==> src/rtl/apb_slave_mem.sv <==
`default_nettype none
// ============================================================================
//  Module   : apb_slave_mem
//  Purpose  : APB3 completer with a word-addressed register memory, a fixed
//             number of PREADY-low wait cycles and PSLVERR for bad addresses.
//             Optional APB4 write strobes when APB_SLAVE_PSTRB_EN is defined.
//  Revision : 1.0 - initial release
// ============================================================================
module apb_slave_mem #(
  parameter int ADDR_WIDTH  = 32,
  parameter int DATA_WIDTH  = 32,
  parameter int MEM_DEPTH   = 16,
  parameter int WAIT_STATES = 0
) (
  input  logic                    PCLK,
  input  logic                    PRESET,
  input  logic                    PSEL,
  input  logic                    PENABLE,
  input  logic [ADDR_WIDTH-1:0]   PADDR,
  input  logic                    PWRITE,
  input  logic [DATA_WIDTH-1:0]   PWDATA,
`ifdef APB_SLAVE_PSTRB_EN
  input  logic [DATA_WIDTH/8-1:0] PSTRB,
`endif
  output logic [DATA_WIDTH-1:0]   PRDATA,
  output logic                    PREADY,
  output logic                    PSLVERR
);

  localparam int IDX_W = $clog2(MEM_DEPTH);
  localparam int NBYTE = DATA_WIDTH / 8;
  localparam logic [ADDR_WIDTH-1:0] ADDR_LIMIT = ADDR_WIDTH'(MEM_DEPTH * 4);

  typedef enum logic [0:0] {
    IDLE   = 1'b0,
    ACCESS = 1'b1
  } state_t;

  state_t                state_q, state_d;
  logic [3:0]            cnt_q, cnt_d;
  logic [IDX_W-1:0]      idx_q, idx_d;
  logic                  write_q, write_d;
  logic                  err_q, err_d;
  logic [DATA_WIDTH-1:0] wdata_q, wdata_d;
  logic [DATA_WIDTH-1:0] prdata_q, prdata_d;
  logic [NBYTE-1:0]      strb_q, strb_d;
  logic [DATA_WIDTH-1:0] mem_q [MEM_DEPTH];

  logic                  w_setup;
  logic                  w_err;
  logic                  w_mem_we;
  logic [NBYTE-1:0]      w_strb_in;
  logic                  w_rd_strb_err;
  logic [IDX_W-1:0]      w_idx;

`ifdef APB_SLAVE_PSTRB_EN
  assign w_strb_in     = PSTRB;
  assign w_rd_strb_err = !PWRITE && (PSTRB != '0);
`else
  assign w_strb_in     = '1;
  assign w_rd_strb_err = 1'b0;
`endif

  assign w_setup = PSEL && !PENABLE;
  assign w_idx   = PADDR[IDX_W+1:2];
  assign w_err   = (PADDR[1:0] != 2'b00) || (PADDR >= ADDR_LIMIT) || w_rd_strb_err;

  // Completion is decoded from state/counter; a dropped PSEL never reports ready.
  assign PREADY  = (state_q == ACCESS) && (cnt_q == 4'd0) && PSEL;
  assign PSLVERR = PREADY && err_q;
  assign PRDATA  = prdata_q;

  always_comb begin
    state_d  = state_q;
    cnt_d    = cnt_q;
    idx_d    = idx_q;
    write_d  = write_q;
    err_d    = err_q;
    wdata_d  = wdata_q;
    strb_d   = strb_q;
    prdata_d = prdata_q;
    w_mem_we = 1'b0;
    case (state_q)
      IDLE: begin
        if (w_setup) begin
          state_d  = ACCESS;
          cnt_d    = 4'(WAIT_STATES);
          idx_d    = w_idx;
          write_d  = PWRITE;
          err_d    = w_err;
          wdata_d  = PWDATA;
          strb_d   = w_strb_in;
          prdata_d = (!PWRITE && !w_err) ? mem_q[w_idx] : '0;
        end
      end
      ACCESS: begin
        if (!PSEL) begin
          state_d  = IDLE;
          prdata_d = '0;
        end else if (PENABLE) begin
          if (cnt_q != 4'd0) begin
            cnt_d = cnt_q - 4'd1;
          end else begin
            state_d  = IDLE;
            prdata_d = '0;
            w_mem_we = write_q && !err_q;
          end
        end
      end
      default: state_d = IDLE;
    endcase
  end

  always_ff @(posedge PCLK or posedge PRESET) begin
    if (PRESET) begin
      state_q  <= IDLE;
      cnt_q    <= '0;
      idx_q    <= '0;
      write_q  <= 1'b0;
      err_q    <= 1'b0;
      wdata_q  <= '0;
      strb_q   <= '0;
      prdata_q <= '0;
      for (int i = 0; i < MEM_DEPTH; i++) begin
        mem_q[i] <= '0;
      end
    end else begin
      state_q  <= state_d;
      cnt_q    <= cnt_d;
      idx_q    <= idx_d;
      write_q  <= write_d;
      err_q    <= err_d;
      wdata_q  <= wdata_d;
      strb_q   <= strb_d;
      prdata_q <= prdata_d;
      if (w_mem_we) begin
        for (int b = 0; b < NBYTE; b++) begin
          if (strb_q[b]) begin
            mem_q[idx_q][8*b +: 8] <= wdata_q[8*b +: 8];
          end
        end
      end
    end
  end

endmodule
`default_nettype wire

==> config.mk <==
export PLATFORM = sky130hd
export DESIGN_NAME = apb_slave_mem
export DESIGN_NICKNAME = d
export VERILOG_FILES = /design/src/rtl/apb_slave_mem.sv
export SDC_FILE = /design/constraint.sdc
export NUM_CORES = 1
export LEC_CHECK = 0
export BUFFER_PORTS_ARGS = -buffer_cell sky130_fd_sc_hd__buf_2
export CAP_MARGIN = 20
export CORE_AREA = 4 4 245 187
export CTS_CLUSTER_SIZE = 40
export DETAILED_ROUTE_END_ITERATION = 10
export DIE_AREA = 0 0 249 191
export GPL_TIMING_DRIVEN = 0
export PLACE_DENSITY_LB_ADDON = 0.3
export SLEW_MARGIN = 10
export SYNTH_ARGS = -nofsm -noshare
export SYNTH_HDL_FRONTEND = slang
export SYNTH_SLANG_ARGS = --single-unit
export TNS_END_PERCENT = 100
==> constraint.sdc <==
create_clock -name PCLK -period 38.6 [get_ports PCLK]
set_clock_uncertainty 0.05 [all_clocks]
set_input_delay 3.86 -clock PCLK [delete_from_list [all_inputs] [get_ports PCLK]]
set_output_delay 3.86 -clock PCLK [all_outputs]
set_load 0.01 [all_outputs]
==> results.md <==
Status:
- The run finished with clean final reports.

Yosys:
- Summing the areas of all compound-gate instances in the mapped netlist gives under 10% of the synthesized area.
- The area share of fa/ha/maj cells after synthesis is 0.0470%.
- The flip-flop and latch count after synthesis is between 500 and 600.
- In the post-synthesis netlist, the biggest area contributors are sky130_fd_sc_hd__dfrtp_1 (55%), sky130_fd_sc_hd__mux2_2 (23%), sky130_fd_sc_hd__mux4_2 (5.6%).
- After Yosys synthesis, XOR and XNOR cells account for 0% of the synthesized area.
- The share of flip-flops with an asynchronous set or reset after synthesis is 100%.
- The portion of synthesized area spent on multiplexers is 30.2%.
- In this run, synthesis inferred 0 flip-flops with an integrated enable.
- The post-synthesis share of cell area spent on and, or, nand and nor gates is roughly 4.6%.
- After synthesis, the largest area contributor takes up between 50% and 60% of total cell area.
- Synthesis instantiated 43 different standard cells from the library.
- sky130_fd_sc_hd__dfrtp_1 takes more of the synthesized area than any other cell.
- When the netlist entered floorplanning its net count stood at ~1900.
- The synthesized area divided by synthesized cell count is approximately 14 µm².
- The combinational family with the most area after synthesis is multiplexers.
- Sequential cells were found to cover between 50 and 60% of the synthesized design area.
- Among all flip-flop cells after synthesis, the most frequent one is sky130_fd_sc_hd__dfrtp_1.
- The total of warnings raised by yosys is 0.
- The mapped netlist covers ~27000 µm².
- Synthesis handed over a netlist of 1835 instances.

Critical path:
- The kind of start point of the critical path is an input port.
- Data on the critical path is required at its endpoint by 34.69 ns.
- The category of the most critical setup path is in -> out.
- The total buffers and inverters traversed by the critical path is 3.
- The highest fanout seen on the critical path is 7.
- Data arrives at the worst endpoint at around 4.6 ns.
- Walking the worst path, the cells encountered are buf_2, inv_2, nor3_1, and2_1, buf_2.
- STA classifies the critical path endpoint as an output pin.
- The cell that appears most often on the critical path is sky130_fd_sc_hd__buf_2.
- The critical path's slowest cell is sky130_fd_sc_hd__nor3_1.
- In this design, the stage delay of the slowest critical-path cell is between 0.2 and 0.3 ns.
- The kind of cell with the highest combined delay along the critical path is simple AND/OR/NAND/NOR gates.

Route:
- Dividing the detail-routed wire length by the instance count gives approximately 27 µm.
- In the routed design, unresolved DRC markers number 0.
- The detail route stage leaves a number of antenna-violating nets equal to 0.
- For this block, the via count after detailed routing is between 15000 and 20000.
- The DRC violation total after the first TritonRoute iteration is ~1600.
- Before antenna repair, the detailed router went through 5 iterations.
- The final wirelength is a little over 70 mm.
- After detailed routing, the number of vias per cell comes to around 6.5.

Clock tree:
- The count of cells resized by post-cts repair is 0.
- The post-CTS setup-driven buffer insertion count is 0.
- The root buffer cell is sky130_fd_sc_hd__clkbuf_16.
- The TritonCTS clock tree is done.
- The deepest clock path buffer count is 3.
- The number of levels the H-tree was split into is 2.
- Counting the buffers created by CTS gives 54.
- The clock-pin slew on the worst setup and hold paths is about 0.06 ns.
- The hold-fix buffer count after cts is 0.
- Clock tree synthesis found a total of 588 sinks.
- For the worst-skew pair, the clock arrives at the later sink with an insertion delay of approximately 0.59 ns.

Cells and area:
- The repair_antennas step left the layout with diodes totalling 0.
- The number of inserted filler cells in the final layout is around 2900.
- The final net count is approximately 2100.
- Of the cells placed in the final design, the portion with a size suffix greater than 1 is 45.2%.
- The area added between synthesis and finish is 11.9%.
- The count of placed standard cells in the final layout, fillers left out is around 2600.
- The area occupied by multi-input gates is roughly 11000 µm².
- Summing all flip-flop and latch instances after layout gives ~15000 µm².
- The final non-filler cell area is between 20000 and 30000 µm².

Placement:
- The port buffer count is about 100.
- Detailed placement finished with a half-perimeter wire length of about 47 mm.
- The count of placed standard cells including taps is between 2000 and 3000.
- Routability-driven placement finished with a final weighted congestion of just over 0.8.
- Once placement finished, the instance area stood at approximately 28000 µm².

Timing:
- Derived from the worst setup path, the maximum achievable clock frequency is between 100 and 150 MHz.
- The time the final worst path needs with I/O delays and setup is 8.52 ns.
- The worst max-slew margin expressed relative to the limit is 29.0%.
- The final clock period utilization by the worst path is 22.1%.
- Hold timing on the final database bottoms out at a slack of 0.426 ns.
- Setup repair after global routing left no endpoint under its margin.
- The final count of hold timing violations is 0.
- The count of endpoints failing setup in the final report is 0.
- The final number of max-transition violations is 0.
- For the pin with the worst max-slew slack, the measured transition is approximately 1.1 ns.
- In the final timing run, aggregate negative setup slack is 0 ns.

GRT:
- The total global routing track utilization is just over 30%.
- The via count of the first global-routing pass came to 17900.
- The number of antenna violations at the first check in global routing is 0.
- The maximum number of pins on one net before global-route repair is roughly 130.
- Global routing finished with a remaining overflow of 0.
- The global-route wire length before repair is 110 mm.

Job:
- The number of violations of the max-capacitance limit is 0.

Floorplan:
- The die height is 191 µm.
- The core area is 43200 µm².
- The die footprint is about 48000 µm².
- The chip width is around 250 µm.
- The number of cell rows is 66.
- The starting density of the core is between 60% and 70%.
- a little over 100 I/O pins were placed.

Power and ir drop:
- The power per standard cell area is 43.6 nW/µm².
- In this run the static leakage power is 14.7 nW.
- The worst-case IR drop observed on VDD is 0.0368 mV.

Hold path:
- In this run the worst hold path is classified as reg -> reg.
==> sequential cells by signal, indices dropped and copies added, names as in the netlist <==
name	count
write_q	1
wdata_q	32
PRDATA	32
state_q	1
strb_q	1
mem_q	512
cnt_q	4
idx_q	4
err_q	1
==> cell usage after synthesis (2+ instances only) <==
master                       n
sky130_fd_sc_hd__a22oi_1    31
sky130_fd_sc_hd__inv_1       7
sky130_fd_sc_hd__dfrtp_1   588
sky130_fd_sc_hd__mux2_4     10
sky130_fd_sc_hd__buf_6      30
sky130_fd_sc_hd__buf_1       6
sky130_fd_sc_hd__mux2_2    552
sky130_fd_sc_hd__o21ai_0     7
sky130_fd_sc_hd__buf_2      30
sky130_fd_sc_hd__and2_1      2
sky130_fd_sc_hd__a22o_1      3
sky130_fd_sc_hd__nand4_1     5
sky130_fd_sc_hd__o221a_2    31
sky130_fd_sc_hd__nor2_1      3
sky130_fd_sc_hd__or3_1       2
sky130_fd_sc_hd__nand3_4    10
sky130_fd_sc_hd__mux2i_1     3
sky130_fd_sc_hd__nor3_1      2
sky130_fd_sc_hd__mux2_1     13
sky130_fd_sc_hd__nand3_1    36
sky130_fd_sc_hd__nor2b_1    39
sky130_fd_sc_hd__nand2b_1    2
sky130_fd_sc_hd__nor4_1      7
sky130_fd_sc_hd__o31ai_1    32
sky130_fd_sc_hd__a211oi_1   31
sky130_fd_sc_hd__mux4_2     66
sky130_fd_sc_hd__a221oi_1   62
sky130_fd_sc_hd__nand2_1   111
sky130_fd_sc_hd__clkbuf_1  100
==> layer usage <==
| metal | up-vias | part of all wire [%] | track usage [%] |
|---|---|---|---|
| li1 | 7185 | - | - |
| met1 | 9018 | 43 | 44.2 |
| met2 | 755 | 44 | 44.8 |
| met3 | 158 | 9.8 | 8.31 |
| met4 | 0 | 3.2 | 9.34 |
| met5 | - | 0 | 0 |
==> report_power, final <==
part / switching, mW / internal, mW / leakage, nW
clock network: 0.229 / 0.309 / 0.875
registers: 0.0211 / 0.636 / 8.13
logic: 0.0691 / 0.0352 / 5.73
==> worst paths after layout <==
check                           from          to  slack (ns)  depth (start not counted)
min in group asynchronous     PRESET    mem_q[1]        3.25                          2
max in group asynchronous     PRESET  mem_q[139]       33.27                          5
max                             PSEL     PSLVERR       30.08                          5
min                        strb_q[0]   strb_q[0]        0.43                          1
max reg2reg                 cnt_q[0]  mem_q[260]       35.45                          7
min reg2reg                strb_q[0]   strb_q[0]        0.43                          1
==> placed cells by master, fill, tap and decap left out, types with 3 or more instances in the layout <==
cell type / netlist / routed
sky130_fd_sc_hd__dfrtp_1: 588 / 588
sky130_fd_sc_hd__mux2_2: 552 / 552
sky130_fd_sc_hd__buf_2: 30 / 130
sky130_fd_sc_hd__clkbuf_1: 100 / 117
sky130_fd_sc_hd__nand2_1: 111 / 111
sky130_fd_sc_hd__mux4_2: 66 / 66
sky130_fd_sc_hd__a221oi_1: 62 / 62
sky130_fd_sc_hd__clkbuf_16: 0 / 55
sky130_fd_sc_hd__nor2b_1: 39 / 39
sky130_fd_sc_hd__nand3_1: 36 / 36
sky130_fd_sc_hd__o31ai_1: 32 / 32
sky130_fd_sc_hd__a211oi_1: 31 / 31
sky130_fd_sc_hd__a22oi_1: 31 / 31
sky130_fd_sc_hd__o221a_2: 31 / 31
sky130_fd_sc_hd__buf_6: 30 / 30
sky130_fd_sc_hd__clkbuf_8: 0 / 21
sky130_fd_sc_hd__mux2_1: 13 / 13
sky130_fd_sc_hd__nand3_4: 10 / 10
sky130_fd_sc_hd__mux2_4: 10 / 10
sky130_fd_sc_hd__nor4_1: 7 / 7
sky130_fd_sc_hd__o21ai_0: 7 / 7
sky130_fd_sc_hd__inv_1: 7 / 6
sky130_fd_sc_hd__nand4_1: 5 / 5
sky130_fd_sc_hd__buf_1: 6 / 5
sky130_fd_sc_hd__buf_16: 0 / 5
sky130_fd_sc_hd__nor2_1: 3 / 3
sky130_fd_sc_hd__mux2i_1: 3 / 3
sky130_fd_sc_hd__a22o_1: 3 / 3
==> metrics by stage <==
stage               power [mW]  util [%]  setup WS [ns]
floorplan                0.728         -          18.24
global placement         0.764      64.4          13.03
detailed placement       0.770      64.8          30.09
CTS                       1.30      68.9          30.09
global route              1.34      68.9          30.00
finish                    1.30      68.9          30.08
==> layout make-up <==
cell class                 instances  share of cell area, %
timing repair buffer             105                   2.15
inverter                           8                  0.126
sequential                       588                   49.4
clock buffer                      93                   5.81
multi-input combinational       1072                   36.8
tap                              578                   2.43
buffer                           167                   3.03
clock inverter                     5                  0.189
==> logic make-up (layout without fill, tap and decap cells) <==
kind of cell	after synthesis	after routing
AOI/OAI and AO/OA	202	202
adders and majority gates	1	1
DFF	588	588
and+or+nand+nor	225	225
buffers and inverters	175	378
muxes	644	644
Power figures use the tool's default switching activity.
